### src/rtl/mult_block_host.sv
// Host-side batch controller for the block multiplier: feeds operand pairs, triggers the
// block read once the result memory is full, and re-emits the read burst as an indexed stream.
module mult_block_host #(
    parameter int LOGDEPTH = 6,
    parameter int WIDTH    = 32,
    parameter int OPW      = 16,
    parameter int TIMEOUT  = 255
) (
    input  logic                      clk,
    input  logic                      rst,
    input  logic                      start,
    input  logic                      op_valid,
    output logic                      op_ready,
    input  logic [OPW-1:0]            op_a,
    input  logic [OPW-1:0]            op_b,
    output logic                      EN_mult,
    output logic [OPW-1:0]            mult_input0,
    output logic [OPW-1:0]            mult_input1,
    input  logic                      RDY_mult,
    output logic                      EN_blockRead,
    input  logic                      VALID_memVal,
    input  logic [WIDTH-1:0]          memVal_data,
    output logic                      res_valid,
    output logic [WIDTH-1:0]          res_data,
    output logic [LOGDEPTH-1:0]       res_index,
    output logic [WIDTH+LOGDEPTH-1:0] checksum,
    output logic [LOGDEPTH:0]         fed_count,
    output logic [LOGDEPTH:0]         rd_count,
    output logic                      busy,
    output logic                      batch_done,
    output logic                      err_timeout
);
    localparam int DEPTH = 2 ** LOGDEPTH;
    localparam int TW    = ($clog2(TIMEOUT + 1) > 8) ? $clog2(TIMEOUT + 1) : 8;
    localparam logic [LOGDEPTH:0] FULL  = (LOGDEPTH + 1)'(DEPTH);
    localparam logic [LOGDEPTH:0] CNT1  = (LOGDEPTH + 1)'(1);
    localparam logic [TW-1:0]     TLIM  = TW'(TIMEOUT);
    localparam logic [TW-1:0]     TONE  = TW'(1);

    typedef enum logic [2:0] {IDLE, FEED, WAIT_FULL, DRAIN, DONE} state_t;

    state_t        state;
    logic [TW-1:0] timer;
    logic          in_feed;
    logic          accept;

    // Operand path is combinational so a pair moves in the same cycle the multiplier is ready.
    assign in_feed     = (state == FEED);
    assign op_ready    = in_feed & RDY_mult;
    assign accept      = op_ready & op_valid;
    assign EN_mult     = accept;
    assign mult_input0 = in_feed ? op_a : '0;
    assign mult_input1 = in_feed ? op_b : '0;
    assign busy        = (state != IDLE);

    always_ff @(posedge clk or posedge rst) begin
        if (rst) begin
            state        <= IDLE;
            timer        <= '0;
            fed_count    <= '0;
            rd_count     <= '0;
            checksum     <= '0;
            err_timeout  <= 1'b0;
            EN_blockRead <= 1'b0;
            batch_done   <= 1'b0;
            res_valid    <= 1'b0;
            res_data     <= '0;
            res_index    <= '0;
        end else begin
            EN_blockRead <= 1'b0;
            batch_done   <= 1'b0;
            res_valid    <= 1'b0;
            case (state)
                IDLE: begin
                    timer <= '0;
                    if (start) begin
                        state       <= FEED;
                        fed_count   <= '0;
                        rd_count    <= '0;
                        checksum    <= '0;
                        err_timeout <= 1'b0;
                    end
                end
                FEED: begin
                    timer <= '0;
                    if (accept) begin
                        fed_count <= fed_count + CNT1;
                        if (fed_count + CNT1 == FULL)
                            state <= WAIT_FULL;
                    end else if (!RDY_mult && fed_count != '0) begin
                        // multiplier closed its write window early
                        state <= WAIT_FULL;
                    end
                end
                WAIT_FULL: begin
                    if (!RDY_mult) begin
                        EN_blockRead <= 1'b1;
                        timer        <= '0;
                        state        <= DRAIN;
                    end else if (timer == TLIM) begin
                        err_timeout <= 1'b1;
                        batch_done  <= 1'b1;
                        state       <= DONE;
                    end else begin
                        timer <= timer + TONE;
                    end
                end
                DRAIN: begin
                    if (VALID_memVal) begin
                        res_valid <= 1'b1;
                        res_data  <= memVal_data;
                        res_index <= rd_count[LOGDEPTH-1:0];
                        rd_count  <= rd_count + CNT1;
                        checksum  <= checksum + {{LOGDEPTH{1'b0}}, memVal_data};
                        timer     <= '0;
                        if (rd_count + CNT1 == FULL) begin
                            batch_done <= 1'b1;
                            state      <= DONE;
                        end
                    end else if (rd_count != '0) begin
                        batch_done <= 1'b1;
                        state      <= DONE;
                    end else if (timer == TLIM) begin
                        err_timeout <= 1'b1;
                        batch_done  <= 1'b1;
                        state       <= DONE;
                    end else begin
                        timer <= timer + TONE;
                    end
                end
                DONE:    state <= IDLE;
                default: state <= IDLE;
            endcase
        end
    end
endmodule

### config.mk
export PLATFORM = sky130hd
export DESIGN_NAME = mult_block_host
export DESIGN_NICKNAME = d
export VERILOG_FILES = /design/src/rtl/mult_block_host.sv
export SDC_FILE = /design/constraint.sdc
export NUM_CORES = 1
export LEC_CHECK = 0
export CAP_MARGIN = 20
export CORE_MARGIN = 3
export CORE_UTILIZATION = 42
export CTS_BUF_LIST = sky130_fd_sc_hd__clkbuf_4 sky130_fd_sc_hd__clkbuf_8
export DETAILED_ROUTE_END_ITERATION = 10
export PLACE_DENSITY = 0.76
export SYNTH_ARGS = -nofsm -noshare
export SYNTH_HDL_FRONTEND = slang
export SYNTH_SLANG_ARGS = --single-unit
### constraint.sdc
create_clock -name clk -period 3.3 [get_ports clk]
set_input_delay 0.495 -clock clk [delete_from_list [all_inputs] [get_ports clk]]
set_output_delay 0.495 -clock clk [all_outputs]
set_load 0.005 [all_outputs]
==> results by group, run 1 <==
Global route
  • Initial antenna violation count: 0
  • GRT Overall Usage: between 20% and 30%
  • Grt ovf: 0
  • Global-route wire length before repair: between 20 and 30 mm
  • Largest net degree at the start of global routing: 78
  • Vias in the first global route: between 5,000 and 6,000

Finish
  • Final core utilization: about 60%
  • Fill cells: 1,286
  • Register area: around 2600 sq um
  • Footprint of the multi-input gates: 3530 sq um
  • Proportion of layout cells with a drive suffix above 1: slightly above 6%
  • Area Overhead vs Synth: 39.0%
  • Final Instance Area: between 8000 and 9000 sq um
  • # diodes: 0
  • Fin nets: 1,057

Drt
  • Wire per inst: ~16 um
  • First-pass DRT Iterations: 5
  • Routed WL: ~18 mm
  • Vias/cell: 5.28
  • Post-route DRC: 0
  • Via count: approximately 6,000
  • ANT nets after route: 0
  • Initial detailed-routing violation count: between 400 and 500

Timing
  • TNS Setup: 0 ns
  • Skew final: 0.0139 ns
  • Slew Limit Fails: 0
  • Min setup slack post-route: 0.329 ns
  • RSZ-0062 raised after global routing: false
  • Slew margin rel.: between 50% and 60%
  • Fin crit share: ~90%
  • F_max: approximately 340 MHz
  • Fin. Hold Viols: 0
  • Fin crit period: 2.97 ns
  • Final setup fails: 0
  • Worst-Margin Slew: a little under 0.7 ns

Pwr
  • Int Pwr: approximately 4.2 mW
  • Share of power burned in combinational logic: 59.2%
  • Pwr per Cell Area: 795 nW/um^2
  • Switching Fraction: 40.5%
  • Clock power frac: a little over a tenth
  • VDD IR-drop max: approximately 0.00043 V
  • Net Sw Power: between 2 and 3 mW
  • Sequential share of power: a little under a third
  • Leakage: ~4.0 nW

Die
  • Ports: 199
  • Die outline height: approximately 130 um
  • Core box area: around 15,000 sq um
  • Initial Util: 43.4%
  • Rows: 44
  • Die X-Extent: approximately 130 um
  • Die area: around 17,000 sq um

Critical path
  • Worst Path Required: 3.59 ns
  • Critical path launch point type: primary input
  • Crit end category: flip-flop
  • FF-to-FF path depth: 11
  • Critical path type: primary input to flip-flop
  • Worst Path Arrival: between 3 and 4 ns
  • CP Max Fanout: 6

Yosys
  • Syn_area_per_cell: 8.53 sq um
  • Post-Syn Area: around 6400 sq um
  • Yosys top cell by area: dfrtp_1
  • Synth Flop Type: dfrtp_1
  • EDFF count, synth: 0
  • Synth Instances: 745
  • Synthesis-stage register bit count: 105
  • Top post-synthesis cells by area: dfrtp_1 (41%), nand2_1 (10%), ha_1 (7.5%)
  • Netlist cell types: 65
  • Post-synth top cells: nand2_1 (176), dfrtp_1 (105), o21ai_0 (74)
  • Most frequent cell after synthesis: nand2_1
  • Yosys warns: 0
  • Asr flop ratio synth: 100%
  • Yosys top cell area share: around 41%
  • Post-synthesis sequential area ratio: 41.4%
  • Mapped Nets: 854

Clock tree
  • Clock Sinks: between 100 and 150
  • Root Buffer: clkbuf_8
  • H-tree depth: 3
  • Clock-pin slew on the worst setup and hold paths: approximately 0.1 ns
  • Worst skew pair latency: ~0.38 ns
  • Postcts setup bufs: 0
  • CTS tree: done
  • Post-cts resize count: 0
  • Cts bufs inserted: 9
  • Clk buf depth: 2
  • CTS Hold Bufs: 0

Placed design
  • DPL Wire Length: around 13 mm
  • Placed Area: about 8700 sq um
  • GPL Wtd Cong: 0.875
  • Worst slack at placement: -0.0832 ns
  • Port-buffer cells: between 150 and 200

Run
  • Max-cap viol count: 0

Hold path
  • HP Class: primary input to async pin

Outcome
  • Outcome: finished clean
-- worst paths after layout --
check                               startpoint      endpoint  slack (ns)
worst max register to register     checksum[9]  checksum[33]        0.47
max in group asynchronous                  rst   res_data[7]        2.11
min in group clk                   res_data[7]   res_data[7]        0.48
worst min-delay path                       rst  checksum[22]        0.45
worst max-delay path            memVal_data[9]  checksum[33]        0.33
worst min register to register     res_data[7]   res_data[7]        0.48
-- layer usage --
metal / wire, um / global-route usage, % / vias to the layer above
met5: 0 / 0 / -
met4: 389 / 7.72 / 0
met3: 614 / 2.66 / 22
met2: 8280 / 31.7 / 147
met1: 8360 / 30.2 / 2850
li1: - / - / 2986
-- power by group through the flow --
stage	sequential (mW)	clock, mW	combinational (mW)
floorplan	2.09	0	2.29
global placement	2.13	0	4.10
detailed placement	2.14	0	4.15
CTS	2.12	0.763	4.18
global route	2.19	0.819	4.61
finish	2.12	0.741	4.16
-- flip-flops by register name, summed over array words and instances, names as in the netlist, 3 cells and up --
signal and count:
state 3, res_index 6, rd_count 7, res_data 32
fed_count 7, timer 8, checksum 38
-- cell usage in the layout (no fill, tap or decap), drive strengths merged, types with 5 or more instances in the layout --
cell,n
a2111oi,5
a211oi,5
a21o,16
a21oi,36
a31oi,5
and2,42
and3,9
buf,24
clkbuf,11
clkdlybuf4s50,198
dfrtp,105
ha,38
inv,25
nand2,176
nand2b,5
nand3,21
nand4,11
nor2,30
nor2b,5
nor3,9
o211ai,5
o21ai,78
o31ai,8
xnor2,13
xor2,15
-- critical path, cell delays in order --
cell,delay [ns]
clkdlybuf4s50_1,0.43
ha_1,0.38
and3_1,0.24
nand4_1,0.11
a21oi_1,0.24
o21ai_0,0.16
buf_4,0.16
a21oi_1,0.18
o21ai_1,0.16
o21ai_2,0.28
a2111oi_0,0.17
a211oi_1,0.26
-- metrics by stage --
stage / power, mW / instances / hold slack, ns
6_report: 7.02 / 1137 / 0.447
5_1_grt: 7.62 / 1137 / 0.465
4_1_cts: 7.07 / 1137 / 0.450
3_5_place_dp: 6.29 / 1121 / 0.461
3_3_place_gp: 6.23 / 1121 / 0.457
2_1_floorplan: 4.38 / 745 / 0.470
-- kinds of logic after synthesis --
kind of cell	count (synthesis)	synth area share, %
DFF	105	41.4
AOI/OAI and AO/OA	191	19.8
adders and majority gates	39	7.80
and+or+nand+nor	324	23.6
xor gates and xnor gates	28	3.86
buffers and inverters	56	3.31
muxes	2	0.335
-- cell type report --
type,count,share of cell area [%]
well taps,184,2.61
multi-input cells,584,39.9
inverters,26,1.13
clock inverters,5,0.368
flip-flops and latches,105,29.8
repair buffers,222,24.6
clock buffers,11,1.57
No activity file was read; power rests on OpenSTA's default activity.
==> run 2, diff against run 1 <==
- CAP_MARGIN: 20 -> not set
==> results of run 2 <==
Same layout as run 1: the final DEF is identical, and so are final timing and power.
==> run 3, diff against run 2 <==
- CELL_PAD_IN_SITES_DETAIL_PLACEMENT: not set -> 0
- CELL_PAD_IN_SITES_GLOBAL_PLACEMENT: not set -> 1
- CORE_UTILIZATION: 42 -> 32
- GPL_TIMING_DRIVEN: not set -> 0
- PLACE_DENSITY: 0.76 -> not set
- PLACE_DENSITY_LB_ADDON: not set -> 0.1
==> run 3 against run 2 <==
  * Non-clock buffer count up 6
  * Sequential share of layout area down 0.29 points
  * Final area up 0.98%
  * Core utilization down 14 points
  * Die area up 30%
  * Worst setup slack worse by 0.13 ns
  * Combinational power down 1%
  * Critical path depth up 1
  * Count of clock-buffer cells in the layout unchanged
  * Routed wire length up 9.7%
  * Final cell count up 7.1%
  * Critical path type unchanged
==> results by group, run 3 (synthesis results as in run 1) <==
Outcome
  • Outcome: finished clean

Finish
  • Fill cells: just under 2,000
  • # diodes: 0
  • Area Overhead vs Synth: 40.3%
  • Commonest non-fill, non-tap cells in the layout: clkdlybuf4s50_1 (197), nand2_1 (176), dfrtp_1 (105)
  • Fin nets: between 1,000 and 1,500
  • Largest register FFs: 38
  • Proportion of layout cells with a drive suffix above 1: 3.44%
  • Most common cell after layout, fill and taps aside: clkdlybuf4s50_1
  • Fin cells: around 1,200
  • Biggest register: checksum
  • Top Registers: checksum (38), res_data (32), timer (8)

Timing
  • F_max: between 300 and 400 MHz
  • Fin crit period: approximately 3.1 ns
  • Slew Limit Fails: 0
  • Worst-Margin Slew: ~0.60 ns
  • RSZ-0062 raised after global routing: true
  • Fin crit share: between 90% and 100%
  • Slew margin rel.: around three fifths
  • Skew final: about 0.016 ns
  • Final hold slack: a little over 0.4 ns
  • Fin. Hold Viols: 0
  • Final setup fails: 0

Die
  • Ports: about 200
  • Core box area: 19,100 sq um
  • Rows: 50
  • Die area: 21,600 sq um
  • Die outline height: around 150 um
  • Initial Util: roughly a third
  • Die X-Extent: roughly 150 um

Pwr
  • Leakage: slightly below 4 nW
  • VDD IR-drop max: 0.000299 V
  • Pwr per Cell Area: 799 nW/um^2

Clock tree
  • CTS tree: done
  • Root Buffer: clkbuf_8
  • Clk buf depth: 2
  • Clock-pin slew on the worst setup and hold paths: 0.11 ns
  • Clock Sinks: roughly 110
  • Worst skew pair latency: between 0.3 and 0.4 ns
  • H-tree depth: 3
  • Cts bufs inserted: 9

Drt
  • Via count: a little under 6,000
  • Wire per inst: ~16 um
  • ANT nets after route: 0
  • Vias/cell: around 4.8
  • Routed WL: 19.3 mm
  • First-pass DRT Iterations: 4
  • Initial detailed-routing violation count: 238
  • Post-route DRC: 0

Global route
  • Global-route wire length before repair: between 30 and 40 mm
  • Initial antenna violation count: 0
  • Largest net degree at the start of global routing: between 80 and 90
  • Grt ovf: 0
  • GRT Overall Usage: between 10% and 20%
  • Vias in the first global route: approximately 6,000

Critical path
  • Crit path largest cell delay: around 0.44 ns
  • Critical path launch point type: primary input
  • CP max-delay cell: clkdlybuf4s50_1
  • Worst Path Required: 3.53 ns
  • Worst path top cell family by delay: compound AO/OA/AOI/OAI gates
  • FF-to-FF End: checksum[30]
  • CP most frequent cell: o21ai_0
  • Worst reg2reg startpoint: checksum[0]
  • Buffers & Inverters on Critical Path: 2
  • FF-to-FF path depth: 12
  • Worst Path Arrival: about 3.3 ns
  • Crit end category: flip-flop
  • Critical path type: primary input to flip-flop
  • Cell Chain, Critical Path: clkdlybuf4s50_1 -> ha_1 -> inv_1 -> fa_1 -> nor2b_4 -> o31ai_4 -> a21oi_2 -> o2111a_1 -> a31o_4 -> a221oi_4 -> o21ai_0 -> xnor2_1 -> o21ai_0
  • Register-to-Register Setup Slack: about 0.38 ns
  • CP Max Fanout: 4

Placed design
  • GPL Wtd Cong: 0.804
  • Placed insts: 1,203
  • DPL Wire Length: about 15 mm
  • Port-buffer cells: around 200

Run
  • Max-cap viol count: 0

Hold path
  • HP Class: primary input to async pin
## run 3: changes by cell type in the layout (fill, tap and decap cells not counted), moves of 3 or more
cell and delta:
clkbuf_1 +26, buf_4 -23, a2111oi_0 -3, a2111oi_1 +3, buf_1 +3
## run 3: metal layers
layer / vias up / wire [um] / track usage [%]
met5: - / 0 / 0
met3: 13 / 846 / 3.95
met1: 2776 / 8630 / 23.4
met2: 95 / 9670 / 31.5
li1: 3011 / - / -
met4: 0 / 195 / 3.54
## run 3: stage by stage
stage               utilization [%]  TNS [ns]  total power [mW]  cell area (sq um)  worst slack [ns]
floorplan                         -         0              4.38               6350            0.0445
global placement               45.3   -200.71              6.25               8650             -1.90
detailed placement             45.5     -1.58              6.25               8680            -0.264
CTS                            46.7         0              7.23               8910            0.0829
global route                   46.7  -0.00356              7.79               8920          -0.00356
finish                         46.7         0              7.12               8920             0.199
## run 3: how the worst max path moves through the flow
stage / to / startpoint / cells past startpoint
floorplan: EN_blockRead / rst / 1
global placement: res_index[5] / rst / 2
detailed placement: checksum[33] / memVal_data[3] / 11
global route: checksum[35] / memVal_data[14] / 11
CTS: mult_input1[8] / state[2] / 6
finish: checksum[30] / memVal_data[0] / 13
## run 3: cell type report
type / count / area (sq um) / area share (%)
inverters: 26 / 103 / 1.15
well taps: 260 / 325 / 3.65
multi-input cells: 584 / 3520 / 39.5
flip-flops and latches: 105 / 2630 / 29.5
plain buffers: 30 / 114 / 1.28
clock inverters: 4 / 76.3 / 0.856
repair buffers: 198 / 2000 / 22.4
clock buffers: 11 / 151 / 1.70
## run 3: repair_timing
item / 4_1_cts / 5_1_grt
resized for setup: 0 / 6
setup buffers: 0 / 0
setup endpoints to repair: 0 / 27
hold buffers: 0 / 0
## run 3: power by group
part	switching (mW)	total, mW	internal [mW]
Sequential	0.333	2.07	1.74
Combinational	2.06	4.12	2.06
Clock	0.462	0.928	0.467
